===== src/rtl/mod241_residue_accum.sv =====
// rtl/mod241_residue_accum.sv - streaming mod-241 accumulator of 6-bit-slice partial residues
// Optional beat-count integrity check: define MOD241_ACC_CNTCHK_EN to enable out_err.
module mod241_residue_accum #(
  parameter int MOD      = 241,
  parameter int W        = 8,
  parameter int N_CHUNKS = 84,
  parameter int CW       = 7
) (
  input  logic         clk,
  input  logic         rst,
  input  logic         in_valid,
  output logic         in_ready,
  input  logic [W-1:0] in_res,
  input  logic         in_last,
  output logic         out_valid,
  input  logic         out_ready,
  output logic [W-1:0] out_res,
  output logic         out_err
);

  // Reject parameter sets where the modulus or the counter cannot be represented.
  if ((2 ** CW) <= N_CHUNKS || MOD < 2 || MOD > (2 ** W) - 1) begin : g_bad_cfg
    $error("mod241_residue_accum: illegal MOD/W/N_CHUNKS/CW combination");
  end

  typedef enum logic [1:0] {
    S_IDLE  = 2'd0,
    S_ACCUM = 2'd1,
    S_DONE  = 2'd2
  } state_t;

  localparam logic [W:0]    MOD_X   = (W+1)'(MOD);
  localparam logic [CW-1:0] CNT_MAX = '1;

  state_t        r_state;
  state_t        w_next_state;
  logic [W-1:0]  r_acc;
  logic [CW-1:0] r_cnt;
  logic [W-1:0]  r_out_res;

  logic          w_accept;
  logic          w_out_hs;
  logic [W-1:0]  w_acc_base;
  logic [W:0]    w_sum;
  logic [W:0]    w_s1;
  logic [W-1:0]  w_red;
  logic [CW-1:0] w_cnt_base;
  logic [CW-1:0] w_cnt_inc;

  assign w_accept = in_valid && in_ready;
  assign w_out_hs = out_valid && out_ready;

  // IDLE always starts a fresh operand from zero, independent of leftover acc/cnt.
  assign w_acc_base = (r_state == S_IDLE) ? '0 : r_acc;
  assign w_cnt_base = (r_state == S_IDLE) ? '0 : r_cnt;

  // The sum is kept at W+1 bits; in_res may exceed MOD, so up to two subtracts are needed.
  assign w_sum = {1'b0, w_acc_base} + {1'b0, in_res};
  assign w_s1  = (w_sum >= MOD_X) ? (w_sum - MOD_X) : w_sum;
  assign w_red = (w_s1 >= MOD_X) ? W'(w_s1 - MOD_X) : w_s1[W-1:0];

  // Counter saturates rather than wrapping so an over-long operand cannot alias a good count.
  assign w_cnt_inc = (w_cnt_base == CNT_MAX) ? CNT_MAX : (w_cnt_base + CW'(1));

  // State register.
  always_ff @(posedge clk or posedge rst) begin
    if (rst) begin
      r_state <= S_IDLE;
    end else begin
      r_state <= w_next_state;
    end
  end

  // Next-state decode.
  always_comb begin
    w_next_state = r_state;
    case (r_state)
      S_IDLE: begin
        if (w_accept) begin
          w_next_state = in_last ? S_DONE : S_ACCUM;
        end
      end
      S_ACCUM: begin
        if (w_accept && in_last) begin
          w_next_state = S_DONE;
        end
      end
      S_DONE: begin
        if (out_ready) begin
          w_next_state = S_IDLE;
        end
      end
      default: w_next_state = S_IDLE;
    endcase
  end

  // Handshake outputs decoded from the state so reset is visible immediately.
  always_comb begin
    in_ready  = 1'b1;
    out_valid = 1'b0;
    if (r_state == S_DONE) begin
      in_ready  = 1'b0;
      out_valid = 1'b1;
    end
  end

  // Running residue and beat count; both return to zero once the result is taken.
  always_ff @(posedge clk or posedge rst) begin
    if (rst) begin
      r_acc <= '0;
      r_cnt <= '0;
    end else if (w_accept) begin
      r_acc <= w_red;
      r_cnt <= w_cnt_inc;
    end else if (w_out_hs) begin
      r_acc <= '0;
      r_cnt <= '0;
    end
  end

  // Result register, loaded on the final beat and held through the output stall.
  always_ff @(posedge clk or posedge rst) begin
    if (rst) begin
      r_out_res <= '0;
    end else if (w_accept && in_last) begin
      r_out_res <= w_red;
    end
  end

  assign out_res = r_out_res;

`ifdef MOD241_ACC_CNTCHK_EN
  logic r_out_err;

  // Flag operands whose beat count (including the last beat) differs from N_CHUNKS.
  always_ff @(posedge clk or posedge rst) begin
    if (rst) begin
      r_out_err <= 1'b0;
    end else if (w_accept && in_last) begin
      r_out_err <= (w_cnt_inc != CW'(N_CHUNKS));
    end else if (w_out_hs) begin
      r_out_err <= 1'b0;
    end
  end

  assign out_err = r_out_err;
`else
  assign out_err = 1'b0;
`endif

endmodule


===== config.mk =====
export PLATFORM = sky130hd
export DESIGN_NAME = mod241_residue_accum
export DESIGN_NICKNAME = d
export VERILOG_FILES = /design/src/rtl/mod241_residue_accum.sv
export SDC_FILE = /design/constraint.sdc
export NUM_CORES = 1
export LEC_CHECK = 0
export CAP_MARGIN = 20
export CELL_PAD_IN_SITES_DETAIL_PLACEMENT = 0
export CELL_PAD_IN_SITES_GLOBAL_PLACEMENT = 1
export CORE_ASPECT_RATIO = 2
export CORE_MARGIN = 3
export CORE_UTILIZATION = 45
export CTS_CLUSTER_DIAMETER = 200
export DETAILED_ROUTE_END_ITERATION = 16
export DONT_BUFFER_PORTS = 1
export PLACE_DENSITY_LB_ADDON = 0.1
export SETUP_SLACK_MARGIN = 0.02
export SYNTH_ARGS = -nofsm -noshare
export SYNTH_HDL_FRONTEND = slang
export SYNTH_SLANG_ARGS = --single-unit

===== constraint.sdc =====
create_clock -name clk -period 6.1 [get_ports clk]
set_input_delay 0 -clock clk [delete_from_list [all_inputs] [get_ports clk]]
set_output_delay 0 -clock clk [all_outputs]
set_load 0.01 [all_outputs]

==> metrics.txt <==
Cells after DPL=276; WHS=0.1484 ns; final worst path period need=4.840 ns; number of synthesized flops with an enable pin=0; Vias/cell=6.404; register area=450.4 µm²; 1st-pass router iterations=4; maximum clock insertion buffer count=2; total of max-cap violations=0; crit-path max FO=12; total gr overflow=0; IO Port Bufs=0; initial antenna violation count=0; Die X=51.55 µm; static leakage=0.8414 nW; final setup violation count=0; CTS clk-pin slew, worst paths=0.07 ns; Worst EP arrival=4.98 ns; Iter 0 DRT Violations=86; Async S/R FF share, synth=100.0%; DP Worst Slack=1.378 ns; Final Max Tran Viols=0; CORE AREA=3924 µm²; outcome=completed; total track usage=22.85%; synth-to-layout area growth=7.506%; CTS tree=yes; worst slew pin tran=0.8402 ns; sequential fraction of the synthesis area=24.13%; Final Hold Fails=0; Power Density=549.6 nW/µm²; Worst slew margin=43.47%; multi-input logic area=1346 µm²; WL final=5487 µm; via count=1825; top-level I/O count=24; WS Path Type=register to register; Layout Nets=261; ys flop type=dfrtp_1; average instance area after synthesis=8.116 µm²; layout cells sized above 1=9.829%; Startpoint Class=register; Final WS setup=1.260 ns; Post-CTS Setup Bufs=0; Starting Density=47.58%; Worst Skew=0.001802 ns; die height=97.09 µm; cell area after layout=2007 µm²; H-tree levels=1; root buffer cell=clkbuf_8; Crit. End Element=register; gpl congestion=0.9063; Clock Latency Late Sink=0.25 ns; fin crit share=79.34%; Final TNS setup=0 ns; Post-CTS Resized=0; routed length per instance=19.25 µm; number of global-route vias before repair=1801; Tot Pwr=1.103 mW; syn_nets=256; Peak supply drop=0.2912 mV; FMAX=206.6 MHz; #FFs+latches synth=18; DIE AREA=5004 µm²; Netlist cell types=57; fin cells=285; FP Rows=32; Placed Area=1902 µm²; clk sinks=18; Routed Antenna Nets=0; CTS buffer count=3; Final Util=51.15%; CTS Hold Bufs=5; Synth Cell Area=1867 µm²; Worst EP required=6.24 ns; detailed placement HPWL=4554 µm; first-pass GRT wire length=8790 µm; DRC violations left=0; RSZ-0062 raised after global routing=no; largest net degree at the start of global routing=19; antenna diode instance count=0; post-synthesis cell count=230; HP Class=input pin to register; Synth Warn #=0; fillers=429
==> area by class of cell <==
class / count / area share [%]
inverters: 9 / 1.683
repair buffers: 6 / 2.868
clock buffers: 4 / 2.743
well taps: 51 / 3.180
multi-input cells: 197 / 67.08
flip-flops and latches: 18 / 22.44
==> synthesized netlist by cell type, types with 8 or more instances <==
master	n	share of area, %
a31oi_1	10	3.4
nor2b_1	8	2.7
nand2_1	18	3.6
nand3_1	14	3.8
nor2_1	18	3.6
a21oi_1	8	2.1
and2_1	9	3.0
nor3_1	12	3.2
dfrtp_1	18	24
ha_1	12	8.0
o21ai_0	16	4.3
inv_1	9	1.8
==> critical path, stage by stage, from the launching register on <==
cell and delay, ns:
dfrtp_1 0.41, nor2_1 0.34, nor2b_1 0.09, ha_1 0.21, inv_1 0.07, fa_1 0.23, xor2_1 0.46, nand2_2 0.21
a211o_1 0.37, nand3_1 0.11, o21ai_0 0.08, buf_4 0.21, xnor2_1 0.18, ha_1 0.23, nand3_1 0.09, a31oi_1 0.11
nor4_1 0.76, o21ai_0 0.27, a32o_1 0.31
==> report_power, final <==
group / total, mW / switching [mW] / internal, mW / leakage, nW
logic: 0.786 / 0.494 / 0.292 / 0.591
registers: 0.221 / 0.0487 / 0.172 / 0.221
clock network: 0.0966 / 0.0392 / 0.0574 / 0.0288
==> registers in the layout (all words and copies together) (netlist names) <==
name / cells
out_res: 8
r_acc: 8
r_state: 2
==> kinds of logic (layout without fill, tap and decap cells) <==
| logic type | count (synthesis) | count (layout) | synth area share, % |
|---|---|---|---|
| multiplexers | 2 | 2 | 1.206 |
| AND/OR/NAND/NOR | 98 | 98 | 27.75 |
| adder cells (fa/ha/maj) | 13 | 13 | 9.115 |
| other | 1 | 1 | 0.2009 |
| AO/OA/AOI/OAI | 74 | 74 | 29.22 |
| flip-flops | 18 | 18 | 24.13 |
| XOR/XNOR | 9 | 9 | 4.625 |
| buffers and inverters | 15 | 19 | 3.754 |
==> cell usage in the layout (no fill, tap or decap), types with 2 or more instances in the layout <==
cell,Yosys,final
o22ai_1,2,2
a31o_2,3,3
a221o_1,2,2
o21ai_0,16,16
or2_1,2,2
a32o_1,2,2
a211o_1,2,2
xor2_1,3,3
nand2_1,18,18
a21oi_1,8,8
clkbuf_8,0,4
mux2_2,2,2
nor3_1,12,12
or3_1,2,2
nor2_1,18,18
a221oi_1,2,2
nand2b_1,2,2
dfrtp_1,18,18
and4_4,3,3
o31a_1,2,2
xnor2_1,5,5
ha_1,12,12
inv_1,9,9
nor4_1,3,3
a31oi_1,10,10
a21o_1,5,5
nand3_1,14,14
and2_1,9,9
dlygate4sd3_1,0,5
nor2b_1,8,8
o31ai_1,4,4
a211oi_1,2,2
nand4_1,2,2
==> path summary, 6_finish.rpt <==
path | slack, ns | from | endpoint | depth (start not counted)
min in group asynchronous | 0.29 | rst | out_res[7] | 2
max | 1.26 | r_state[0] | r_acc[1] | 18
max in group asynchronous | 5.38 | rst | out_res[2] | 2
min | 0.15 | in_valid | r_acc[4] | 2
min reg2reg | 0.48 | r_acc[4] | r_acc[4] | 2
max reg2reg | 1.26 | r_state[0] | r_acc[1] | 18
==> per-layer routing <==
metal,part of all wire (%),vias to the layer above,wire (µm),track usage (%)
li1,-,883,-,-
met4,5.5,0,303,12.73
met1,35,861,1926,23.88
met5,0,-,0,0
met3,3.4,18,187,2.304
met2,56,63,3069,41.75
Note: power is estimated with default switching activity, not from simulation.
